### config.mk
export PLATFORM = sky130hd
export DESIGN_NAME = adder_seq_chunked
export DESIGN_NICKNAME = d
export VERILOG_FILES = /design/src/rtl/adder_seq_pkg.sv /design/src/rtl/adder_seq_chunked_chunk_adder.sv /design/src/rtl/adder_seq_chunked.sv
export SDC_FILE = /design/constraint.sdc
export NUM_CORES = 1
export LEC_CHECK = 0
export BUFFER_PORTS_ARGS = -buffer_cell sky130_fd_sc_hd__buf_2
export CORE_UTILIZATION = 50
export CTS_CLUSTER_DIAMETER = 120
export CTS_CLUSTER_SIZE = 10
export DETAILED_ROUTE_END_ITERATION = 12
export GPL_TIMING_DRIVEN = 0
export PLACE_DENSITY = 0.82
export SKIP_LAST_GASP = 1
export SLEW_MARGIN = 20
export SYNTH_ARGS = -nofsm -noshare
export SYNTH_HDL_FRONTEND = slang
export SYNTH_SLANG_ARGS = --single-unit
### constraint.sdc
create_clock -name clk -period 7.55 [get_ports clk]
set_input_delay 1.51 -clock clk [delete_from_list [all_inputs] [get_ports clk]]
set_output_delay 1.51 -clock clk [all_outputs]
set_load 0.01 [all_outputs]
### src/rtl/adder_seq_pkg.sv
// Shared types for the chunked sequential adder: FSM state encoding.
package adder_seq_pkg;

  localparam int STATE_W = 2;

  typedef enum logic [STATE_W-1:0] {
    IDLE = 2'd0,
    RUN  = 2'd1,
    DONE = 2'd2
  } state_t;

endpackage

### src/rtl/adder_seq_chunked_chunk_adder.sv
// Combinational CHUNK-bit ripple adder used as the narrow datapath slice.
// With ADDER_SEQ_OVERFLOW_EN defined it also exposes the carry into its MSB.
module chunk_adder #(
  parameter int CHUNK = 8
) (
  input  logic [CHUNK-1:0] a,
  input  logic [CHUNK-1:0] b,
  input  logic             ci,
  output logic [CHUNK-1:0] s,
  output logic             co
`ifdef ADDER_SEQ_OVERFLOW_EN
  ,
  output logic             co_msb_in
`endif
);

  // Ripple the carry bit by bit; the carry seen by the top bit is captured for overflow.
  always_comb begin
    logic c;
    c = ci;
    s = '0;
`ifdef ADDER_SEQ_OVERFLOW_EN
    co_msb_in = 1'b0;
`endif
    for (int i = 0; i < CHUNK; i++) begin
`ifdef ADDER_SEQ_OVERFLOW_EN
      if (i == CHUNK - 1) begin
        co_msb_in = c;
      end
`endif
      s[i] = a[i] ^ b[i] ^ c;
      c    = (a[i] & b[i]) | (c & (a[i] ^ b[i]));
    end
    co = c;
  end

endmodule

### src/rtl/adder_seq_chunked.sv
// Multi-cycle adder: {Cout,S} = A + B + Cin, CHUNK bits per clock, valid/ready on both sides.
// Optional macro ADDER_SEQ_OVERFLOW_EN adds a registered signed-overflow output Ovf.
module adder_seq_chunked
  import adder_seq_pkg::*;
#(
  parameter int WIDTH = 32,
  parameter int CHUNK = 8
) (
  input  logic             clk,
  input  logic             rst_n,
  input  logic             in_valid,
  output logic             in_ready,
  input  logic [WIDTH-1:0] A,
  input  logic [WIDTH-1:0] B,
  input  logic             Cin,
  output logic             out_valid,
  input  logic             out_ready,
  output logic [WIDTH-1:0] S,
  output logic             Cout
`ifdef ADDER_SEQ_OVERFLOW_EN
  ,
  output logic             Ovf
`endif
);

  localparam int NCHUNK = WIDTH / CHUNK;
  localparam int CNT_W  = (NCHUNK > 1) ? $clog2(NCHUNK) : 1;

  if ((CHUNK < 1) || (CHUNK > WIDTH) || ((WIDTH % CHUNK) != 0)) begin : g_badChunk
    $error("adder_seq_chunked: WIDTH (%0d) must be a multiple of CHUNK (%0d)", WIDTH, CHUNK);
  end

  state_t             r_state;
  state_t             w_nextState;
  logic [WIDTH-1:0]   r_a;
  logic [WIDTH-1:0]   r_b;
  logic [WIDTH-1:0]   r_sum;
  logic               r_carry;
  logic [CNT_W-1:0]   r_cnt;
  logic [CHUNK-1:0]   w_chunkSum;
  logic               w_chunkCo;
  logic [WIDTH-1:0]   w_sumNext;
  logic               w_lastChunk;
  logic               w_accept;

  assign w_accept    = in_valid && (r_state == IDLE);
  assign w_lastChunk = (r_cnt == CNT_W'(NCHUNK - 1));

`ifdef ADDER_SEQ_OVERFLOW_EN
  logic w_coMsbIn;
  logic r_ovf;
`endif

  chunk_adder #(
    .CHUNK (CHUNK)
  ) u_chunkAdder (
    .a         (r_a[CHUNK-1:0]),
    .b         (r_b[CHUNK-1:0]),
    .ci        (r_carry),
    .s         (w_chunkSum),
    .co        (w_chunkCo)
`ifdef ADDER_SEQ_OVERFLOW_EN
    ,
    .co_msb_in (w_coMsbIn)
`endif
  );

  // Each chunk result enters at the top, so after NCHUNK steps chunk 0 sits at the bottom.
  if (CHUNK == WIDTH) begin : g_singleChunk
    assign w_sumNext = w_chunkSum;
  end else begin : g_multiChunk
    assign w_sumNext = {w_chunkSum, r_sum[WIDTH-1:CHUNK]};
  end

  always_ff @(posedge clk or negedge rst_n) begin
    if (!rst_n) begin
      r_state <= IDLE;
    end else begin
      r_state <= w_nextState;
    end
  end

  always_comb begin
    w_nextState = r_state;
    case (r_state)
      IDLE:    if (w_accept) w_nextState = RUN;
      RUN:     if (w_lastChunk) w_nextState = DONE;
      DONE:    if (out_ready) w_nextState = IDLE;
      default: w_nextState = IDLE;
    endcase
  end

  // Result is only exposed in DONE so a partially accumulated sum never leaks out.
  always_comb begin
    in_ready  = (r_state == IDLE);
    out_valid = (r_state == DONE);
    S         = (r_state == DONE) ? r_sum : '0;
    Cout      = (r_state == DONE) ? r_carry : 1'b0;
  end

  always_ff @(posedge clk or negedge rst_n) begin
    if (!rst_n) begin
      r_a     <= '0;
      r_b     <= '0;
      r_sum   <= '0;
      r_carry <= 1'b0;
      r_cnt   <= '0;
    end else begin
      case (r_state)
        IDLE: begin
          if (w_accept) begin
            r_a     <= A;
            r_b     <= B;
            r_sum   <= '0;
            r_carry <= Cin;
            r_cnt   <= '0;
          end
        end
        RUN: begin
          r_a     <= r_a >> CHUNK;
          r_b     <= r_b >> CHUNK;
          r_sum   <= w_sumNext;
          r_carry <= w_chunkCo;
          r_cnt   <= r_cnt + 1'b1;
        end
        default: ;
      endcase
    end
  end

`ifdef ADDER_SEQ_OVERFLOW_EN
  // Signed overflow is the disagreement between carry into and out of the final MSB.
  always_ff @(posedge clk or negedge rst_n) begin
    if (!rst_n) begin
      r_ovf <= 1'b0;
    end else if (w_accept) begin
      r_ovf <= 1'b0;
    end else if ((r_state == RUN) && w_lastChunk) begin
      r_ovf <= w_chunkCo ^ w_coMsbIn;
    end
  end

  assign Ovf = r_ovf;
`endif

endmodule
# Word-level counts from Yosys, hierarchy flattened
# Index checks and enable logic that the tools add are counted.
# totals
register_bits	101
inputBits	69
out_inout_bits	35
# classes
add_sub_neg	1
mux	16
n_eq_ne	6
n_reduce_logical	5
bitwise	40
# op_table
operator	n
$pmux 32 s2	3
$mux 32	4
$and 1x1->1	16
$xor 1x1->1	16
$mux 2	4
$or 1x1->1	8
$pmux 2 s3	1
$eq 2x2->1 const B	2
$ne 2x1->1 const B	2
$pmux 2 s2	1
$reduce_and 3->1	1
$add 2x1->2 const B	1
$eq 2x1->1 const B	1
$logic_not 2->1	1
$mux 1	2
$ne 2x2->1 const B	1
$pmux 1 s2	1
$reduce_and 2->1	1
$reduce_bool 2->1	1
$logic_and 1x1->1	1

# Depth between registers and ports, before layout
# depth
depth_word	18
depth_mapped	14

# Cells and area by module
# Synthesis repeated with hierarchy kept, for this count alone.
# hier_totals
cells_unflattened	476
area_unflattened_um2	4959.8
# by_module_without_submodules
mod	seq_area_each_um2	cells_per_inst	n_inst	area_each_um2
adder_seq_chunked	2527.4	458	1	4762.1
chunk_adder	0.0	18	1	197.7

# Worst setup path before layout
# No wires, ideal clock.
# synth_timing
path_type	reg-to-reg
from	register r_carry
to	register r_sum[31]
synth_period_minus_slack_ps	3209
arrival_time_ps	3127
n_path_buf	0
t_required_ps	7467
setup_time_ps	83
stages_incl_launch_ff	15
slack_ps	4341
path_cell_list	dfrtp_1 > inv_1 > fa_1 > inv_1 > fa_1 > fa_1 > fa_1 > inv_1 > fa_1 > fa_1 > inv_1 > fa_1 > inv_1 > fa_1 > o21ai_0
# synth_between
elab_chain_len	16
# synth_rtl
element	line_no	rtl
start: declaration	adder_seq_chunked.sv:38	logic r_carry;
start signal: assignment	adder_seq_chunked.sv:115	r_carry <= Cin;
start signal: assignment	adder_seq_chunked.sv:123	r_carry <= w_chunkCo;
$and 1x1->1	adder_seq_chunked_chunk_adder.sv:32	c = (a[i] & b[i]) | (c & (a[i] ^ b[i]));
$or 1x1->1	adder_seq_chunked_chunk_adder.sv:32	
$and 1x1->1	adder_seq_chunked_chunk_adder.sv:32	
$or 1x1->1	adder_seq_chunked_chunk_adder.sv:32	
$and 1x1->1	adder_seq_chunked_chunk_adder.sv:32	
$or 1x1->1	adder_seq_chunked_chunk_adder.sv:32	
$and 1x1->1	adder_seq_chunked_chunk_adder.sv:32	
$or 1x1->1	adder_seq_chunked_chunk_adder.sv:32	
$and 1x1->1	adder_seq_chunked_chunk_adder.sv:32	
$or 1x1->1	adder_seq_chunked_chunk_adder.sv:32	
$and 1x1->1	adder_seq_chunked_chunk_adder.sv:32	
$or 1x1->1	adder_seq_chunked_chunk_adder.sv:32	
$and 1x1->1	adder_seq_chunked_chunk_adder.sv:32	
$or 1x1->1	adder_seq_chunked_chunk_adder.sv:32	
$xor 1x1->1	adder_seq_chunked_chunk_adder.sv:31	s[i] = a[i] ^ b[i] ^ c;
$pmux 32 s2	adder_seq_chunked.sv:109	case (r_state)
end signal: assignment	adder_seq_chunked.sv:122	r_sum <= w_sumNext;
end: declaration	adder_seq_chunked.sv:37	logic [WIDTH-1:0] r_sum;
# Every way passes these cells.
# A chain may end at the register's enable or synchronous reset.

# Final worst setup path
# Ends and elaborated chain as after synthesis.

==> results.cfg <==
[detailed_routing]
avgViaCountPerCell = 5.75
firstDrtPassIters = 5
vias = 4192
ant_nets = 0
wl_per_cell_um = 17.1
drt-total-wl_mm = 12.5
drc = 0
dr.first_iter.drc_count = 282

[clock_network]
cts_resized = 0
clk_pin_slew_worst_paths_ns = 0.10
cts_tree = done
cts_num_sinks = 101
ctsRootBufferMaster = clkbuf_8
clockBufferDepth = 2
clock_latency_ns = 0.37
cts.htree.levels = 3
cts_setup_buffers = 0
cts_made_buffers = 9
postCtsHoldBufs = 0

[worst_setup_path]
worstSetupStartpoint = r_carry
crit_end = r_sum[31]
reg2reg_slack_ns = 4.03
crit_path_start_kind = flip-flop
crit_arrival_ns = 3.81
setup.worst_path.end_class = flip-flop
worstSetupPathType = reg2reg
ff2ff_path_depth = 14
timing.rr.start = r_carry
path_max_fanout = 3
r2r_end = r_sum[31]
cp.required_ns = 7.84

[sta]
fin_crit_sh = 0.466
setup_slack_ns = 4.03
finalHoldViolCount = 0
setup_viol = 0
slew_viol_final = 0
slew_headroom = 0.624
rsz0062_at_grt = no
fin_crit_ns = 3.52
whs_ns = 0.508
setup-tns-final_ns = 0
fmax_mhz = 284
tightest_slew_ns = 0.564
finClkSkew_ns = 0.0125

[pwr]
intPower_mw = 1.35
p_sw_mw = 0.935
leakagePower_nw = 2.78
switching_share = 0.409
irDropWorstVdd_mv = 0.193
power_frac_clock = 0.171
power_density_nw_per_um2 = 398
combinationalPowerShare = 0.413
seqPwrFrac = 0.416

[floorplan]
die_area_um2 = 9990
coreArea_um2 = 9280
die_height_um = 100
rows = 35
initial_core_util = 0.517
ioPinCount = 104
dieWidth_um = 100

[place]
dp_hpwl_mm = 9.13
postPlaceCellArea_um2 = 5510
dp_slack_ns = 4.07
numPortBuffers = 103
gp_congestion = 0.850

[yosys]
synth_warnings = 0
synth_area_per_cell_um2 = 9.99
syn_nets = 558
seq_area_frac_synth = 0.527
syn-cell-area_um2 = 4800
syn_inst = 480
yosysUniqueCellTypes = 32
synth_seq_cells = 101

[finish]
drive_gt1_frac = 0.253
syn2layout_area_growth_pct = 19.5
fin_area_um2 = 5730
final_util = 0.618
nNetsFinal = 673
n_antenna_cell = 0

[global_route]
grt_pass1_wl_mm = 20.3
antenna_found_initial = 0
overflow = 0
grt_use_total = 0.265
grt_pass1_vias = 4084
grt_max_degree = 85

[run]
cap_violations = 0

[worst_hold_path]
hp-class = reg2reg

[outcome]
status = completed
layer usage:
layer / wire, µm / track usage
met1: 5330 / 0.346
met2: 6150 / 0.444
met4: 294 / 0.0962
met3: 692 / 0.0481
met5: 0 / 0
cell usage in the layout, fill, tap and decap left out, types with 2 or more instances in the layout:
cell type | Yosys | routed
buf_2 | 22 | 124
dfrtp_1 | 101 | 101
nand3_1 | 70 | 70
nand2_1 | 54 | 54
a22oi_1 | 38 | 38
and2_1 | 32 | 32
a22o_1 | 29 | 29
o21ai_0 | 27 | 27
clkbuf_1 | 15 | 15
inv_1 | 13 | 13
nor2_1 | 12 | 12
o21ai_1 | 10 | 10
o32ai_1 | 10 | 10
o22ai_1 | 10 | 10
clkbuf_8 | 0 | 9
fa_1 | 8 | 8
o211ai_1 | 6 | 6
buf_4 | 3 | 3
buf_6 | 2 | 3
inv_6 | 0 | 3
buf_1 | 2 | 2
nor2b_1 | 2 | 2
nand2b_1 | 2 | 2
o31ai_1 | 2 | 2
bufinv_16 | 0 | 2
cell families after synthesis:
group / share of synthesized area
DFF: 0.527
and+or+nand+nor: 0.179
adders and majority gates: 0.0360
buffers and inverters: 0.0566
AOI/OAI and AO/OA: 0.201
Yosys cell counts, drive strengths merged:
cell type	number	area, µm²
and2b	1	7.51
o31ai	2	15.0
nor3	1	5.00
a22o	29	254
o22ai	10	62.6
or2	1	6.26
nand2	54	203
o211ai	6	45.0
nand2b	2	12.5
nor2b	2	12.5
ha	1	12.5
a21oi	1	5.00
nand3	70	350
or3	1	6.26
buf	29	163
dfrtp	101	2530
a221oi	1	15.0
clkbuf	15	56.3
a22oi	38	285
and2	32	200
o21bai	1	11.3
fa	8	160
nor2	13	56.3
o32ai	10	87.6
inv	14	52.6
o21ai	37	185
layout make-up:
cell class | instances | area (µm²)
well taps | 129 | 161
clock inverters | 7 | 103
fillers | 815 | 3550
inverters | 14 | 52.6
repair buffers | 104 | 549
multi-input cells | 321 | 2000
clock buffers | 9 | 124
plain buffers | 44 | 219
flip-flops and latches | 101 | 2530
how the worst min path moves through the flow:
stage	endpoint	cells after the start	from
after floorplan	r_sum[0]	1	r_sum[0]
after global placement	r_sum[6]	1	r_sum[6]
after detailed placement	r_sum[3]	1	r_sum[3]
after CTS	r_sum[7]	1	r_sum[7]
after global routing	r_sum[1]	1	r_sum[1]
final	r_sum[7]	1	r_sum[7]
flip-flops by register name, indices dropped and copies added, names as in the netlist:
name     cells
r_a         32
r_b         32
r_carry      1
r_cnt        2
r_state      2
r_sum       32
critical path, cell delays in order (launching register included):
cell	delay, ns
dfrtp_1	0.39
inv_1	0.18
fa_1	0.21
inv_1	0.06
fa_1	0.37
fa_1	0.38
fa_1	0.36
inv_1	0.07
fa_1	0.18
fa_1	0.16
inv_1	0.05
fa_1	0.37
inv_1	0.09
fa_1	0.40
o21ai_0	0.15
metrics by stage:
step	cells	power [mW]
2_1_floorplan	480	1.58
3_3_place_gp	712	1.84
3_5_place_dp	713	1.90
4_1_cts	729	2.28
5_1_grt	729	2.44
6_report	729	2.28
power groups by stage:
stage / combinational, mW / clock, mW / sequential [mW]
finish: 0.943 / 0.390 / 0.950
global route: 1.05 / 0.416 / 0.973
CTS: 0.946 / 0.391 / 0.944
detailed placement: 0.943 / 0 / 0.953
global placement: 0.898 / 0 / 0.943
floorplan: 0.690 / 0 / 0.888
No activity file was read; power rests on OpenSTA's default activity.
